[config.mk]
export PLATFORM = sky130hd
export DESIGN_NAME = hazard_scoreboard_flat
export DESIGN_NICKNAME = d
export VERILOG_FILES = /design/src/rtl/hazard_scoreboard_pkg.sv /design/src/rtl/hazard_scoreboard_if.sv /design/src/rtl/hazard_scoreboard_src_resolve.sv /design/src/rtl/hazard_scoreboard.sv /design/src/flat_wrapper.sv
export SDC_FILE = /design/constraint.sdc
export NUM_CORES = 1
export LEC_CHECK = 0
export ABC_AREA = 0
export CORE_ASPECT_RATIO = 0.6
export CORE_UTILIZATION = 25
export CTS_CLUSTER_DIAMETER = 50
export DETAILED_ROUTE_END_ITERATION = 12
export GPL_TIMING_DRIVEN = 0
export SKIP_LAST_GASP = 1
export SYNTH_ARGS = -nofsm -noshare
export SYNTH_HDL_FRONTEND = slang
export SYNTH_HIERARCHICAL = 1
export SYNTH_SLANG_ARGS = --single-unit
[constraint.sdc]
create_clock -name clk -period 5.3 [get_ports clk]
set_input_delay 0.795 -clock clk [delete_from_list [all_inputs] [get_ports clk]]
set_output_delay 0.795 -clock clk [all_outputs]
set_load 0.01 [all_outputs]
[src/rtl/hazard_scoreboard_pkg.sv]
// Shared types and constants for the hazard scoreboard: operand-forwarding
// select encoding and the decode-stage issue bundle.
package hazard_scoreboard_pkg;

    localparam int unsigned REG_FILE_LEN = 32;
    localparam int unsigned REG_IDX_W    = $clog2(REG_FILE_LEN);

    typedef enum logic [1:0] {
        FWD_RF  = 2'b00,
        FWD_EXE = 2'b01,
        FWD_MEM = 2'b10,
        FWD_WB  = 2'b11
    } fwd_sel_t;

    typedef struct packed {
        logic                 valid;
        logic [REG_IDX_W-1:0] src1;
        logic                 src1_used;
        logic [REG_IDX_W-1:0] src2;
        logic                 src2_used;
        logic [REG_IDX_W-1:0] dst;
        logic                 writes;
    } sb_issue_t;

endpackage

[src/rtl/hazard_scoreboard_if.sv]
// Pipeline-side bundle for the hazard scoreboard: decode request, EXE/MEM/WB
// producer status, flush, and the stall/issue/forwarding decisions.
interface hazard_scoreboard_if
    import hazard_scoreboard_pkg::*;
#(
    parameter int unsigned REG_FILE_LEN = hazard_scoreboard_pkg::REG_FILE_LEN
);
    localparam int unsigned IDX_W = $clog2(REG_FILE_LEN);

    logic                    dec_valid;
    logic [IDX_W-1:0]        dec_src1;
    logic [IDX_W-1:0]        dec_src2;
    logic                    dec_src1_used;
    logic                    dec_src2_used;
    logic [IDX_W-1:0]        dec_dst;
    logic                    dec_writes;

    logic                    exe_valid;
    logic                    exe_wen;
    logic                    exe_ready;
    logic [IDX_W-1:0]        exe_dst;

    logic                    mem_valid;
    logic                    mem_wen;
    logic                    mem_ready;
    logic [IDX_W-1:0]        mem_dst;

    logic                    wb_valid;
    logic [IDX_W-1:0]        wb_dst;

    logic                    flush;

    logic                    stall_out;
    logic                    issue_out;
    fwd_sel_t                sel_src1;
    fwd_sel_t                sel_src2;
    logic [REG_FILE_LEN-1:0] busy_mask;
    logic                    err_out;

    modport master (
        output dec_valid, dec_src1, dec_src2, dec_src1_used, dec_src2_used,
               dec_dst, dec_writes,
               exe_valid, exe_wen, exe_ready, exe_dst,
               mem_valid, mem_wen, mem_ready, mem_dst,
               wb_valid, wb_dst, flush,
        input  stall_out, issue_out, sel_src1, sel_src2, busy_mask, err_out
    );

    modport slave (
        input  dec_valid, dec_src1, dec_src2, dec_src1_used, dec_src2_used,
               dec_dst, dec_writes,
               exe_valid, exe_wen, exe_ready, exe_dst,
               mem_valid, mem_wen, mem_ready, mem_dst,
               wb_valid, wb_dst, flush,
        output stall_out, issue_out, sel_src1, sel_src2, busy_mask, err_out
    );

endinterface

[src/rtl/hazard_scoreboard_src_resolve.sv]
// Combinational operand-source resolution for one decode source register:
// picks RF or the youngest bypassable producer, or flags the source blocked.
module scoreboard_src_resolve
    import hazard_scoreboard_pkg::*;
#(
    parameter int unsigned IDX_W = hazard_scoreboard_pkg::REG_IDX_W,
    parameter int unsigned CNT_W = 2
) (
    input  logic [IDX_W-1:0] src,
    input  logic             used,
    input  logic [CNT_W-1:0] cnt,
    input  logic             exe_valid,
    input  logic             exe_wen,
    input  logic             exe_ready,
    input  logic [IDX_W-1:0] exe_dst,
    input  logic             mem_valid,
    input  logic             mem_wen,
    input  logic             mem_ready,
    input  logic [IDX_W-1:0] mem_dst,
    input  logic             wb_valid,
    input  logic [IDX_W-1:0] wb_dst,
    output fwd_sel_t         sel,
    output logic             blocked
);

    always_comb begin
        sel     = FWD_RF;
        blocked = 1'b0;
        // Stage checks run youngest-first so the most recent producer wins.
        if (used && (src != '0) && (cnt != '0)) begin
            if (exe_valid && exe_wen && (exe_dst == src)) begin
                if (exe_ready) sel = FWD_EXE;
                else           blocked = 1'b1;
            end else if (mem_valid && mem_wen && (mem_dst == src)) begin
                if (mem_ready) sel = FWD_MEM;
                else           blocked = 1'b1;
            end else if (wb_valid && (wb_dst == src)) begin
                sel = FWD_WB;
            end else begin
                blocked = 1'b1;
            end
        end
    end

endmodule

[src/rtl/hazard_scoreboard.sv]
// Central hazard controller: per-register pending-write counters, issue/stall
// decision and operand forwarding selects for the decode-stage instruction.
module hazard_scoreboard
    import hazard_scoreboard_pkg::*;
#(
    parameter int unsigned REG_FILE_LEN = hazard_scoreboard_pkg::REG_FILE_LEN,
    parameter int unsigned CNT_W        = 2
) (
    input  logic          clk,
    input  logic          rst,
    hazard_scoreboard_if.slave sb
);

    localparam int unsigned IDX_W = $clog2(REG_FILE_LEN);

    logic [CNT_W-1:0]        cnt [REG_FILE_LEN];
    logic [REG_FILE_LEN-1:0] inc_vec;
    logic [REG_FILE_LEN-1:0] dec_vec;
    logic                    err;
    sb_issue_t               dec;
    fwd_sel_t                sel1;
    fwd_sel_t                sel2;
    logic                    blk1;
    logic                    blk2;
    logic                    struct_stall;
    logic                    stall;
    logic                    issue;

    assign dec = '{valid:     sb.dec_valid,
                   src1:      sb.dec_src1,
                   src1_used: sb.dec_src1_used,
                   src2:      sb.dec_src2,
                   src2_used: sb.dec_src2_used,
                   dst:       sb.dec_dst,
                   writes:    sb.dec_writes};

    scoreboard_src_resolve #(.IDX_W(IDX_W), .CNT_W(CNT_W)) u_src1 (
        .src       (dec.src1),
        .used      (dec.src1_used),
        .cnt       (cnt[dec.src1]),
        .exe_valid (sb.exe_valid),
        .exe_wen   (sb.exe_wen),
        .exe_ready (sb.exe_ready),
        .exe_dst   (sb.exe_dst),
        .mem_valid (sb.mem_valid),
        .mem_wen   (sb.mem_wen),
        .mem_ready (sb.mem_ready),
        .mem_dst   (sb.mem_dst),
        .wb_valid  (sb.wb_valid),
        .wb_dst    (sb.wb_dst),
        .sel       (sel1),
        .blocked   (blk1)
    );

    scoreboard_src_resolve #(.IDX_W(IDX_W), .CNT_W(CNT_W)) u_src2 (
        .src       (dec.src2),
        .used      (dec.src2_used),
        .cnt       (cnt[dec.src2]),
        .exe_valid (sb.exe_valid),
        .exe_wen   (sb.exe_wen),
        .exe_ready (sb.exe_ready),
        .exe_dst   (sb.exe_dst),
        .mem_valid (sb.mem_valid),
        .mem_wen   (sb.mem_wen),
        .mem_ready (sb.mem_ready),
        .mem_dst   (sb.mem_dst),
        .wb_valid  (sb.wb_valid),
        .wb_dst    (sb.wb_dst),
        .sel       (sel2),
        .blocked   (blk2)
    );

    // A saturated counter cannot absorb another in-flight write.
    assign struct_stall = dec.writes && (dec.dst != '0) && (cnt[dec.dst] == '1);
    assign stall        = dec.valid && (blk1 || blk2 || struct_stall) && !sb.flush;
    assign issue        = dec.valid && !stall && !sb.flush;

    always_comb begin
        inc_vec = '0;
        dec_vec = '0;
        for (int unsigned r = 1; r < REG_FILE_LEN; r++) begin
            inc_vec[r] = issue && dec.writes && (dec.dst == IDX_W'(r));
            dec_vec[r] = sb.wb_valid && (sb.wb_dst == IDX_W'(r));
        end
    end

    always_ff @(posedge clk or negedge rst) begin
        if (!rst) begin
            for (int unsigned r = 0; r < REG_FILE_LEN; r++) begin
                cnt[r] <= '0;
            end
            err <= 1'b0;
        end else begin
            // Orphan writeback detection still applies in a flush cycle.
            if (sb.wb_valid && (sb.wb_dst != '0) && (cnt[sb.wb_dst] == '0)) begin
                err <= 1'b1;
            end
            for (int unsigned r = 0; r < REG_FILE_LEN; r++) begin
                if (sb.flush) begin
                    cnt[r] <= '0;
                end else if (inc_vec[r] && !dec_vec[r]) begin
                    cnt[r] <= cnt[r] + 1'b1;
                end else if (dec_vec[r] && !inc_vec[r] && (cnt[r] != '0)) begin
                    cnt[r] <= cnt[r] - 1'b1;
                end
            end
        end
    end

    always_comb begin
        sb.busy_mask = '0;
        for (int unsigned r = 0; r < REG_FILE_LEN; r++) begin
            sb.busy_mask[r] = (cnt[r] != '0);
        end
    end

    assign sb.stall_out = stall;
    assign sb.issue_out = issue;
    assign sb.sel_src1  = sel1;
    assign sb.sel_src2  = sel2;
    assign sb.err_out   = err;

endmodule

[src/flat_wrapper.sv]
// flat-port wrapper written by rule: the top's interface ports become plain ports
module hazard_scoreboard_flat import hazard_scoreboard_pkg::*;
#(
    parameter int unsigned REG_FILE_LEN = hazard_scoreboard_pkg::REG_FILE_LEN,
    parameter int unsigned CNT_W        = 2
)
  (clk, rst, sb_dec_valid, sb_dec_src1, sb_dec_src2, sb_dec_src1_used, sb_dec_src2_used, sb_dec_dst, sb_dec_writes, sb_exe_valid, sb_exe_wen, sb_exe_ready, sb_exe_dst, sb_mem_valid, sb_mem_wen, sb_mem_ready, sb_mem_dst, sb_wb_valid, sb_wb_dst, sb_flush, sb_stall_out, sb_issue_out, sb_sel_src1, sb_sel_src2, sb_busy_mask, sb_err_out);
  hazard_scoreboard_if #(.REG_FILE_LEN(REG_FILE_LEN)) sb_i ();
  input  logic clk;
  input  logic rst;
  input wire logic [$bits(sb_i.dec_valid)-1:0] sb_dec_valid;
  input wire logic [$bits(sb_i.dec_src1)-1:0] sb_dec_src1;
  input wire logic [$bits(sb_i.dec_src2)-1:0] sb_dec_src2;
  input wire logic [$bits(sb_i.dec_src1_used)-1:0] sb_dec_src1_used;
  input wire logic [$bits(sb_i.dec_src2_used)-1:0] sb_dec_src2_used;
  input wire logic [$bits(sb_i.dec_dst)-1:0] sb_dec_dst;
  input wire logic [$bits(sb_i.dec_writes)-1:0] sb_dec_writes;
  input wire logic [$bits(sb_i.exe_valid)-1:0] sb_exe_valid;
  input wire logic [$bits(sb_i.exe_wen)-1:0] sb_exe_wen;
  input wire logic [$bits(sb_i.exe_ready)-1:0] sb_exe_ready;
  input wire logic [$bits(sb_i.exe_dst)-1:0] sb_exe_dst;
  input wire logic [$bits(sb_i.mem_valid)-1:0] sb_mem_valid;
  input wire logic [$bits(sb_i.mem_wen)-1:0] sb_mem_wen;
  input wire logic [$bits(sb_i.mem_ready)-1:0] sb_mem_ready;
  input wire logic [$bits(sb_i.mem_dst)-1:0] sb_mem_dst;
  input wire logic [$bits(sb_i.wb_valid)-1:0] sb_wb_valid;
  input wire logic [$bits(sb_i.wb_dst)-1:0] sb_wb_dst;
  input wire logic [$bits(sb_i.flush)-1:0] sb_flush;
  output wire logic [$bits(sb_i.stall_out)-1:0] sb_stall_out;
  output wire logic [$bits(sb_i.issue_out)-1:0] sb_issue_out;
  output wire logic [$bits(sb_i.sel_src1)-1:0] sb_sel_src1;
  output wire logic [$bits(sb_i.sel_src2)-1:0] sb_sel_src2;
  output wire logic [$bits(sb_i.busy_mask)-1:0] sb_busy_mask;
  output wire logic [$bits(sb_i.err_out)-1:0] sb_err_out;
  assign sb_i.dec_valid = sb_dec_valid;
  assign sb_i.dec_src1 = sb_dec_src1;
  assign sb_i.dec_src2 = sb_dec_src2;
  assign sb_i.dec_src1_used = sb_dec_src1_used;
  assign sb_i.dec_src2_used = sb_dec_src2_used;
  assign sb_i.dec_dst = sb_dec_dst;
  assign sb_i.dec_writes = sb_dec_writes;
  assign sb_i.exe_valid = sb_exe_valid;
  assign sb_i.exe_wen = sb_exe_wen;
  assign sb_i.exe_ready = sb_exe_ready;
  assign sb_i.exe_dst = sb_exe_dst;
  assign sb_i.mem_valid = sb_mem_valid;
  assign sb_i.mem_wen = sb_mem_wen;
  assign sb_i.mem_ready = sb_mem_ready;
  assign sb_i.mem_dst = sb_mem_dst;
  assign sb_i.wb_valid = sb_wb_valid;
  assign sb_i.wb_dst = sb_wb_dst;
  assign sb_i.flush = sb_flush;
  assign sb_stall_out = sb_i.stall_out;
  assign sb_issue_out = sb_i.issue_out;
  assign sb_sel_src1 = sb_i.sel_src1;
  assign sb_sel_src2 = sb_i.sel_src2;
  assign sb_busy_mask = sb_i.busy_mask;
  assign sb_err_out = sb_i.err_out;
  hazard_scoreboard #(.REG_FILE_LEN(REG_FILE_LEN), .CNT_W(CNT_W)) u_core (.clk(clk), .rst(rst), .sb(sb_i));
endmodule
* Word level (Yosys, flattened, before mapping)
Index checks and enable logic that the tools add are counted.
** Storage, ports and cells
- Register bits :: 63
- Input port bits :: 44
- Output and inout bits :: 39
- Word-level logic and storage cells :: 607
** Operators by class
- Add/subtract/negate cells :: 62
- Order comparisons :: 4
- Eq/ne operators :: 69
- Mux-type cells :: 125
- Bitwise logic cells :: 4
- Reduce and logical (&&, ||, !) cells :: 311
** Operators by type and width (count)
- 2-to-1 mux 2 bit :: 110
- logical AND 1 bit :: 176
- == test 5 bit, second input constant :: 32
- nonzero test 3 bit :: 31
- == test 5 x 4 -> 1 bit, second input constant :: 16
- nonzero test 2 bit :: 33
- zero test 1 bit :: 64
- adder 2 x 1 -> 2 bit, second input constant :: 31
- subtractor 2 x 1 -> 2 bit, second input constant :: 31
- binary-select mux 2 bit (select 5 bit) :: 4
- == test 5 x 3 -> 1 bit, second input constant :: 8
- == test 5 bit :: 6
- greater-or-equal comparator 6 bit, second input constant :: 4
- inverter 5 -> 6 bit :: 4
- == test 5 x 2 -> 1 bit, second input constant :: 4
- nonzero test 5 bit :: 4
- 2-to-1 mux 1 bit :: 11
- == test 5 x 1 -> 1 bit, second input constant :: 2
- == test 2 bit, second input constant :: 1
- zero test 2 bit :: 1
- logical OR 1 bit :: 2

* Depth between registers and ports, before layout
Gate-level depths: netlist of the first run.
- Depth in word-level cells :: 22
- Gate-level depth with buffers :: 17
- Depth with buffers taken out :: 13

* Hierarchy
The synthesis of the first run kept the hierarchy.
** Modules (own cells, without submodules)
- hazard_scoreboard :: instances 1, cells an instance 629, area an instance 5864.4 µm², seq. area each 1576.5 µm²
- scoreboard_src_resolve :: instances 2, cells an instance 32, area an instance 276.5 µm², seq. area each 0.0 µm²

* Least setup slack after synthesis of the first run
OpenSTA, ideal clock, no wires.
- Path kind :: input to register
- From :: in sb_dec_src2[0]
- To :: reg u_core/cnt[6] in the netlist's numbering
- Setup time :: 0.094 ns
- Data arrival time :: 4.527 ns
- Required time :: 5.206 ns
- Path slack :: 0.679 ns
- Cell stages on the path :: 15
- Buffers on the path :: 3
- Cells stage by stage :: buf_2 buf_2 mux4_2 mux4_2 mux2_2 o221ai_4 nor2_2 a22o_1 nor3_2 nand2_1 or3_1 buf_2 o21a_1 or2_0 a211oi_1
** Between the ends
- Longest elaborated chain between the ends :: 20
- Elaborated cells between the ends (all ways) :: 34
- Those cells by class :: eq/ne: 3; mux: 9; bitwise: 1; reduce/logical: 21
** Ends and longest elaborated chain
- start: declaration :: line flat_wrapper.sv:13 : input wire logic [$bits(sb_i.dec_src2)-1:0] sb_dec_src2;
- inverter 5 -> 6 bit (implied by the code) :: line hazard_scoreboard.sv:58 : .cnt (cnt[dec.src2]),
- binary-select mux 2 bit (select 5 bit) :: line hazard_scoreboard.sv:58
- 2-to-1 mux 2 bit (implied by the code) (2 in a row) :: line hazard_scoreboard.sv:58
- nonzero test 2 bit :: line hazard_scoreboard_src_resolve.sv:30 : if (used && (src != '0) && (cnt != '0)) begin
- logical AND 1 bit :: line hazard_scoreboard_src_resolve.sv:30
- 2-to-1 mux 1 bit (*) :: line hazard_scoreboard_src_resolve.sv:30
- named net u_core.blk2 :: line hazard_scoreboard.sv:24 : logic blk2;
- logical OR 1 bit (*) (2 in a row) :: line hazard_scoreboard.sv:75 : assign stall = dec.valid && (blk1 || blk2 || struct_stall) && !sb.flush;
- logical AND 1 bit (*) (2 in a row) :: line hazard_scoreboard.sv:75
- zero test 1 bit (*) :: line hazard_scoreboard.sv:76 : assign issue = dec.valid && !stall && !sb.flush;
- logical AND 1 bit (*) (2 in a row) :: line hazard_scoreboard.sv:76
- logical AND 1 bit (*) (2 in a row) :: line hazard_scoreboard.sv:82 : inc_vec[r] = issue && dec.writes && (dec.dst == IDX_W'(r));
- zero test 1 bit :: line hazard_scoreboard.sv:103 : end else if (dec_vec[r] && !inc_vec[r] && (cnt[r] != '0)) begin
- logical AND 1 bit (2 in a row) :: line hazard_scoreboard.sv:103
- nonzero test 3 bit (no line)
- end signal: indexed assignment :: line hazard_scoreboard.sv:102 : cnt[r] <= cnt[r] + 1'b1;
- end signal: indexed assignment :: line hazard_scoreboard.sv:104 : cnt[r] <= cnt[r] - 1'b1;
- end: declaration :: line hazard_scoreboard.sv:16 : logic [CNT_W-1:0] cnt [REG_FILE_LEN];
The timed path passes the listed nets; every way through them passes the cells marked *. The select of a mux whose other input is x is not followed.
A chain may end at the register's enable or synchronous reset.

* Final worst setup path of the first run
- From :: in sb_dec_src2[1]
- To :: out sb_issue_out
** Between the ends
- Longest elaborated chain between the ends :: 14
- Elaborated cells between the ends (all ways) :: 25
- Those cells by class :: eq/ne: 3; mux: 7; bitwise: 1; reduce/logical: 14
** Ends and longest elaborated chain
- inverter 5 -> 6 bit (implied by the code) :: line hazard_scoreboard.sv:58
- binary-select mux 2 bit (select 5 bit) :: line hazard_scoreboard.sv:58
- 2-to-1 mux 2 bit (implied by the code) (2 in a row) :: line hazard_scoreboard.sv:58
- nonzero test 2 bit :: line hazard_scoreboard_src_resolve.sv:30
- logical AND 1 bit :: line hazard_scoreboard_src_resolve.sv:30
- 2-to-1 mux 1 bit (*) :: line hazard_scoreboard_src_resolve.sv:30
- named net u_core.blk2 :: line hazard_scoreboard.sv:24
- logical OR 1 bit (*) (2 in a row) :: line hazard_scoreboard.sv:75
- logical AND 1 bit (*) (2 in a row) :: line hazard_scoreboard.sv:75
- zero test 1 bit (*) :: line hazard_scoreboard.sv:76
- logical AND 1 bit (*) (2 in a row) :: line hazard_scoreboard.sv:76
- end: declaration :: line flat_wrapper.sv:30 : output wire logic [$bits(sb_i.issue_out)-1:0] sb_issue_out;
Marked as above.

==> impl_metrics.ini, run 1 <==
[run_status]
status = finished, final reports clean

[floorplan]
die_h_um = 126.1
dieArea_mm2 = 0.02634
die_w_um = 208.8
fp-row-count = 44
core_mm2 = 0.02466
num_io_pins = 83
start_util_pct = 26.02

[power]
seqPwrFrac_pct = 37.3
combinationalPowerShare_pct = 19.2
p_int_mw = 0.9208
power.density_mw_per_mm2 = 164.1
p_switching_mw = 0.3781
swShare_pct = 29.11
p_leak_nw = 2.885
p_clk_share_pct = 43.5
peakVddDrop_mv = 0.09884

[worst_setup_path]
crit_path_start_kind = primary input
reg2reg_setup_slack_ns = 0.87
critPathMaxStageDelay_ns = 0.54
worstPathArrival_ns = 4.39
r2r_end = u_core/cnt[28]
crit_start = sb_dec_src2[1]
crit_required_ns = 4.51
timing.rr.start = u_core/cnt[25]
cp_max_fo = 10
critPathKind = in2out
crit_chain = clkdlybuf4s15_2 > clkbuf_2 > clkbuf_4 > mux4_2 > mux4_2 > mux2_2 > o221ai_4 > nor2_2 > a22o_1 > nor3_2 > and2_1 > clkdlybuf4s50_1
cpMaxStageDelayCell = clkdlybuf4s50_1
r2r_cells = 13
path_common_cell = mux4_2
end_kind = output pin

[cts]
hold_buffers = 0
worstSkewPairLatency_ns = 0.34
clk_pin_slew_ns = 0.05
cts_buffer_depth = 2
htreeDepth = 3
cts_tree = done
cts-buffers-inserted = 9
cts_sinks = 63
cts-root-buf = clkbuf_16

[layout]
finish.utilization_pct = 32.10
area_delta_synth_final_pct = 23.38
fillCellCount = 2592
diodes = 0
layout_common_cells = 75 x clkdlybuf4s50_1, 63 x dfrtp_1, 61 x nor2_1
final_common_cell = clkdlybuf4s50_1
final_cells = 1108
final_nets = 828
drive_gt1_share_pct = 19.72

[global_routing]
grt_pass1_wl_mm = 39.25
top_usage_layer = met1
grt_pass1_vias = 6126
antenna_found_initial = 0
grt_util_all_layers_pct = 20.05
overflow = 0
grtUsageMet2_pct = 24.08
grt_util_met1_pct = 31.24
grt_max_degree = 64
use_met3_pct = 9.227

[routing]
drtIter0Drc = 892
vias_per_cell = 6.023
dr_total_vias = 6673
drc = 0
antenna_left = 0
wl_per_cell_um = 23.86
drt_pass1_iterations = 5
routed_wl_mm = 26.43

[timing]
period_needed_ns = 5.188
clock.fmax_mhz = 192.8
timing.slew.headroom_pct = 30.90
final-max-slew-violation-count = 0
hold_violations = 0
fin_worst_skew_ns = 0.005393
setup_viol = 0
tightest_slew_ns = 1.036
grt_setup_unrepaired = false
fin_crit_sh_pct = 97.88

[synthesis]
synth_nets = 737
yosys_warnings = 6
syn-instance-count = 693
synthArstFlopShare_pct = 100.0
synth_edf_count = 0
syn_avg_cell_area_um2 = 9.260
synthFlopType = dfrtp_1
synth_cell_type_count = 62
seq_area_frac_synth_pct = 24.57
syn_area_mm2 = 0.006417
synth-seq-cells = 63

[min_path]
worst_hold_path_type = in2async

[placement]
placedCellCount = 1095
gp_congestion = 0.9817
hpwl_mm = 20.03
portBuffers = 80

[flow_run]
timing.max_cap.violations = 0
[critical path, delay by kind of cell]
family          cells  cell delay (ns)
compound gates      2             0.50
buf+inv             4             1.43
mux                 3             1.18
simple gates        3             0.47
[final cells by class]
cell class	count	area, µm²	share of cell area [%]
Clock inverter	1	5.005	0.06321
Multi-Input combinational cell	575	4586	57.92
Clock buffer	12	266.5	3.366
Inverter	15	56.30	0.7111
Buffer	40	234.0	2.955
Timing Repair Buffer	80	790.8	9.987
Tap cell	322	402.9	5.088
Sequential cell	63	1577	19.91
[cell families after synthesis]
group	after synthesis	share of synthesized area, %
simple gates	284	24.25
flops	63	24.57
buf+inv	55	3.977
compound gates	187	20.86
other cells	1	0.05843
mux	72	22.05
xor+xnor	31	4.231
[power by group through the flow]
| stage | Sequential, mW | Clock [mW] | Combinational (mW) |
|---|---|---|---|
| floorplan | 0.492 | 0 | 0.124 |
| global placement | 0.493 | 0 | 0.238 |
| detailed placement | 0.493 | 0 | 0.239 |
| CTS | 0.484 | 0.575 | 0.242 |
| global route | 0.484 | 0.593 | 0.262 |
| finish | 0.484 | 0.565 | 0.250 |
[cell usage after synthesis (17+ instances only)]
cell type / number / area [µm²]
o21a_1: 25 / 187.7
nand2_1: 53 / 198.9
nor3_1: 31 / 155.2
xnor2_1: 22 / 192.7
a21oi_1: 37 / 185.2
a31oi_1: 17 / 106.4
a211oi_1: 31 / 232.7
or2_2: 20 / 125.1
clkbuf_1: 18 / 67.56
o21ai_0: 35 / 175.2
mux4_2: 53 / 1194
dfrtp_1: 63 / 1577
nor2_1: 61 / 229.0
nand2b_1: 26 / 162.7
[worst max path at each step]
stage               slack (ns)        endpoint  cells past startpoint
detailed placement       -0.97  u_core/cnt[54]                     16
global placement         -0.94  u_core/cnt[59]                     17
floorplan                 0.68   u_core/cnt[6]                     15
finish                    0.11    sb_issue_out                     12
global route            0.0004    sb_issue_out                     12
CTS                       0.01    sb_issue_out                     12
[routing by layer]
layer / vias to the layer above / share of wire (%) / wire length (µm)
met1: 3270 / 47 / 12400
met2: 528 / 35 / 9290
met5: - / 0 / 0
li1: 2846 / - / -
met4: 0 / 1.1 / 280
met3: 29 / 17 / 4461
[registers in the layout (all words and copies together) (netlist names)]
name	count
u_core/cnt	62
u_core/sb.err_out	1
[per-stage QoR]
| stage | power [mW] | TNS [ns] | cell area, µm² | setup WS [ns] | hold WS, ns |
|---|---|---|---|---|---|
| final | 1.299 | 0 | 7918 | 0.1122 | 0.5731 |
| after global routing | 1.339 | 0 | 7918 | 0.0004019 | 0.6117 |
| after global placement | 0.7305 | -45.15 | 7621 | -0.9377 | 0.5391 |
| after detailed placement | 0.7320 | -46.21 | 7619 | -0.9694 | 0.5773 |
| after floorplan | 0.6161 | 0 | 6417 | 0.6786 | 0.4994 |
| after CTS | 1.301 | 0 | 7919 | 0.009589 | 0.5821 |
[repair_timing]
item	in CTS	in global routing
gates cloned	0	0
resized for setup	21	8
setup endpoints to repair	68	39
setup buffers	0	0
No activity file was read; power rests on OpenSTA's default activity.
==> inputs of run 2 (changes only) <==
clock period = 5 ns   (was 5.3 ns; I/O delays follow)
==> run 2 against run 1 <==
  * Combinational power up 8.4%
  * Setup slack lost 0.0018 ns
  * Sequential cell count stayed put
  * Routed wire length grew 0.12%
  * Power is 6.4% higher
  * Die area is the same
  * Final cell count up 0.18%
  * Largest cell class unchanged
  * Largest power group unchanged
  * Design area rose by 0.77%
  * Highest routed layer unchanged
  * Sequential power increased by 6.0%
  * First-iteration DRC count increased by 3.1%
  * Clock skew about the same
  * Critical path type unchanged
==> impl_metrics.ini, run 2 (synthesis results as in run 1) <==
[routing]
drtIter0Drc = 920
drc = 0
drt_pass1_iterations = 5
antenna_left = 0
vias_per_cell = 6.030
routed_wl_mm = 26.47
wl_per_cell_um = 23.84
dr_total_vias = 6693

[timing]
final.setup.tns_ns = 0
hold_violations = 0
period_needed_ns = 4.890
final-max-slew-violation-count = 0
clock.fmax_mhz = 204.5
setup_viol = 0
fin_crit_sh_pct = 97.79
timing.slew.headroom_pct = 27.32
tightest_slew_ns = 1.090
fin_worst_skew_ns = 0.005184
worst_hold_slack_ns = 0.5223

[worst_setup_path]
worstPathArrival_ns = 4.14
end_kind = output pin
timing.rr.start = u_core/cnt[60]
r2r_cells = 14
crit_required_ns = 4.25
crit_path_start_kind = primary input
cp_max_fo = 10
reg2reg_setup_slack_ns = 0.57
critPathKind = in2out
r2r_end = u_core/cnt[54]

[layout]
finish.utilization_pct = 32.35
final_area_mm2 = 0.007979
final_nets = 830
final_common_cell = clkdlybuf4s50_1
final_cells = 1110
drive_gt1_share_pct = 20.05
fillCellCount = 2587
largest_register_ffs = 62
diodes = 0
top_register = u_core/cnt
area_delta_synth_final_pct = 24.33
layout_common_cells = 75 x clkdlybuf4s50_1, 63 x dfrtp_1, 61 x nor2_1

[cts]
cts-buffers-inserted = 9
cts_buffer_depth = 2
hold_buffers = 0
clk_pin_slew_ns = 0.05
cts_sinks = 63
cts-root-buf = clkbuf_16
worstSkewPairLatency_ns = 0.34
cts_tree = done
htreeDepth = 3

[flow_run]
timing.max_cap.violations = 0

[power]
power.density_mw_per_mm2 = 173.2
p_switching_mw = 0.4020
p_int_mw = 0.9802
seqPwrFrac_pct = 37.1
peakVddDrop_mv = 0.1025
p_clk_share_pct = 43.3
swShare_pct = 29.09
combinationalPowerShare_pct = 19.6
p_leak_nw = 2.905

[min_path]
worst_hold_path_type = in2async

[global_routing]
grt_util_all_layers_pct = 20.08
grt_max_degree = 64
antenna_found_initial = 0
overflow = 0
grt_pass1_vias = 6148
grt_pass1_wl_mm = 39.32

[floorplan]
die_w_um = 208.8
dieArea_mm2 = 0.02634
core_mm2 = 0.02466
start_util_pct = 26.02
die_h_um = 126.1
fp-row-count = 44
num_io_pins = 83

[placement]
place_area_mm2 = 0.007619
gp_congestion = 0.9817
portBuffers = 80
hpwl_mm = 20.03
placedCellCount = 1095

[run_status]
status = finished, final reports clean
## run 2: cell count changes in the layout (fill, tap and decap cells not counted), sizes merged
cell,change
clkbuf,-4
buf,+6
## run 2: what timing repair did
action,in CTS,in global routing
setup buffers,0,2
gates resized for setup,35,12
setup endpoints to repair,68,41
pin swaps,0,2
## run 2: routing by layer
metal	global-route usage, %	vias up	part of all wire (%)
met5	0	-	0
met4	3.806	0	1.2
met1	31.40	3278	47
li1	-	2853	-
met2	24.00	529	35
met3	9.102	33	17
## run 2: layout make-up
cell class              count  area (µm²)  share of cell area (%)
repair buffers             82       808.3                   10.13
inverters                  15       56.30                  0.7057
clock inverters             1       5.005                 0.06273
plain buffers              40       269.0                   3.371
clock buffers              12       266.5                   3.340
well taps                 322       402.9                   5.049
flip-flops and latches     63        1577                   19.76
multi-input cells         575        4594                   57.58
## run 2: worst max-delay path by stage
stage	start	endpoint	slack (ns)
2_1_floorplan	sb_dec_src2[0]	u_core/cnt[6]	0.42
3_3_place_gp	sb_dec_src2[1]	u_core/cnt[59]	-1.19
3_5_place_dp	sb_dec_src1[1]	u_core/cnt[54]	-1.22
4_1_cts	sb_dec_src1[0]	sb_issue_out	0.002
5_1_grt	sb_dec_src2[0]	sb_issue_out	-0.007
6_report	sb_dec_src2[1]	sb_issue_out	0.11
## run 2: power groups by stage
stage | clock network, mW | registers [mW] | logic (mW)
4_1_cts | 0.609 | 0.513 | 0.260
3_5_place_dp | 0 | 0.522 | 0.254
6_report | 0.598 | 0.513 | 0.271
3_3_place_gp | 0 | 0.522 | 0.252
5_1_grt | 0.629 | 0.513 | 0.284
2_1_floorplan | 0 | 0.521 | 0.132
## run 2: critical path: stages
cell             delay [ns]
clkdlybuf4s15_2        0.32
buf_6                  0.19
buf_4                  0.21
mux4_2                 0.36
mux4_2                 0.48
mux2_2                 0.34
o221ai_4               0.26
nor2_2                 0.06
a22o_1                 0.27
nor3_4                 0.21
and2_1                 0.15
clkdlybuf4s50_1        0.54
## run 2: stage by stage
step,power [mW],setup WS (ns)
after floorplan,0.6531,0.4236
after global placement,0.7743,-1.193
after detailed placement,0.7759,-1.224
after CTS,1.382,0.001696
after global routing,1.426,-0.006505
final,1.382,0.1104
==> inputs of run 3 (changes only) <==
CORE_UTILIZATION = 48   (was 25)
PLACE_DENSITY = 0.71   (was default)
TNS_END_PERCENT = 5   (was default)
==> run 3 against run 2 <==
  * The flow now finishes with violations (setup timing)
  * Clock skew rose by 0.00072 ns
  * Combinational power fell by 3%
  * Setup slack got worse by 0.13 ns
  * Worst hold slack got worse by 0.028 ns
  * Utilization rose by 28 points
  * Final cell count fell by 14%
  * Register-to-register slack improved by 0.08 ns
  * First-iteration DRC count fell by 8.4%
  * Sequential share of layout area rose by 0.42 points
  * Critical path type unchanged
  * Critical endpoint unchanged
==> impl_metrics.ini, run 3 (synthesis results as in run 1) <==
[routing]
routed_wl_mm = 24.64
wl_per_cell_um = 25.69
drt_pass1_iterations = 8
drc = 0
dr_total_vias = 6815
antenna_left = 0
drtIter0Drc = 843
vias_per_cell = 7.106

[timing]
hold_violations = 0
fin_crit_sh_pct = 100.4
final.setup.tns_ns = -0.01816
worst_hold_slack_ns = 0.4939
clock.fmax_mhz = 199.3
period_needed_ns = 5.018
setup_viol = 1
timing.slew.headroom_pct = 35.77
grt_setup_unrepaired = true
worst_slack_ns = -0.01816
tightest_slew_ns = 0.9634
fin_worst_skew_ns = 0.005908
final-max-slew-violation-count = 0

[floorplan]
core_mm2 = 0.01293
num_io_pins = 83
die_w_um = 151.3
dieArea_mm2 = 0.01385
die_h_um = 91.57
fp-row-count = 32
start_util_pct = 49.62

[placement]
hpwl_mm = 18.32
placedCellCount = 943
place_area_mm2 = 0.007428
gp_congestion = 1.050
place_ws_ns = -1.135
portBuffers = 80

[layout]
final_cells = 959
layout_common_cells = 75 x clkdlybuf4s50_1, 63 x dfrtp_1, 61 x nor2_1
drive_gt1_share_pct = 20.03
finish.utilization_pct = 60.40
fillCellCount = 1110
final_common_cell = clkdlybuf4s50_1
multiInputGateArea_mm2 = 0.004586
final_nets = 828
final_area_mm2 = 0.007811
register_area_mm2 = 0.001577
largest_register_ffs = 62
top_register = u_core/cnt
area_delta_synth_final_pct = 21.72
diodes = 0

[cts]
cts_buffer_depth = 2
cts-buffers-inserted = 9
worstSkewPairLatency_ns = 0.34
post_cts_buffers = 0
cts_tree = done
cts_sinks = 63
clk_pin_slew_ns = 0.05
htreeDepth = 3
cts-root-buf = clkbuf_16

[min_path]
worst_hold_path_type = in2async

[worst_setup_path]
crit_path_start_kind = primary input
worstPathArrival_ns = 4.27
timing.rr.start = u_core/cnt[31]
crit_required_ns = 4.25
critPathKind = in2out
cp_max_fo = 10
path_delay_family = multiplexers
crit_chain = clkdlybuf4s15_2 > buf_6 > buf_6 > mux4_2 > mux4_2 > mux2_2 > o221ai_4 > nor2_2 > a22o_1 > nor3_2 > and2_1 > clkdlybuf4s50_1
critPathBufInv = 4
cpMaxStageDelayCell = mux4_2
critPathMaxStageDelay_ns = 0.57
crit_start = sb_dec_src1[0]
end_kind = output pin

[flow_run]
timing.max_cap.violations = 0

[global_routing]
grt_max_degree = 64
grt_pass1_vias = 6577
grt_pass1_wl_mm = 37.29
overflow = 0
antenna_found_initial = 1
grt_util_all_layers_pct = 36.86

[run_status]
status = finished, violations left
violations = setup timing

[power]
power_mw = 1.497
p_leak_nw = 2.911
power.density_mw_per_mm2 = 191.6
peakVddDrop_mv = 0.1600
## run 3: cell types whose count changed in the layout (fill, tap and decap cells not counted), sizes merged
| cell | delta |
|---|---|
| clkbuf | +1 |
| buf | -6 |
| clkdlybuf4s15 | +2 |
| clkinvlp | +2 |
| bufinv | +2 |
## run 3: final cells by class
type,count,share of cell area (%)
clock buffers,11,3.236
plain buffers,40,3.123
flip-flops and latches,63,20.18
repair buffers,80,10.28
clock inverters,5,1.025
multi-input cells,575,58.71
well taps,170,2.723
inverters,15,0.7208
## run 3: where the power goes
group	internal [mW]	switching, mW
clock	0.463	0.258
combinational	0.0994	0.163
sequential	0.511	0.00191
## run 3: path summary, 6_finish.rpt
check	depth (start not counted)	to	slack [ns]
setup / recovery	12	sb_issue_out	-0.02
hold / removal	1	u_core/cnt[23]	0.49
setup reg to reg	13	u_core/cnt[18]	0.65
hold reg to reg	2	u_core/sb.err_out	0.54
max in group asynchronous	1	u_core/cnt[39]	3.87
min in group clk	2	u_core/sb.err_out	0.54
## run 3: per-layer routing
layer	track usage (%)	routed length (µm)	up-vias	share of wire, %
li1	-	-	2863	-
met1	51.55	9865	3296	40
met2	50.34	9764	582	40
met3	16.33	4351	74	18
met4	11.58	653	0	2.7
met5	0	0	-	0
## run 3: worst register-to-register path: stages (launching register included)
cell and delay [ns]:
dfrtp_1 0.48, mux4_2 0.56, mux4_2 0.49, mux2_2 0.32, o221ai_4 0.26, nor2_2 0.07
a22o_1 0.25, nor3_2 0.20, nand2_1 0.31, or3_1 0.45, buf_2 0.18, nor3_1 0.32
o21ai_0 0.14, nor3b_1 0.16
## run 3: what timing repair did
| item | CTS | global route |
|---|---|---|
| setup endpoints to repair | 68 | 37 |
| hold buffers | 0 | 0 |
| gates resized for setup | 29 | 2 |
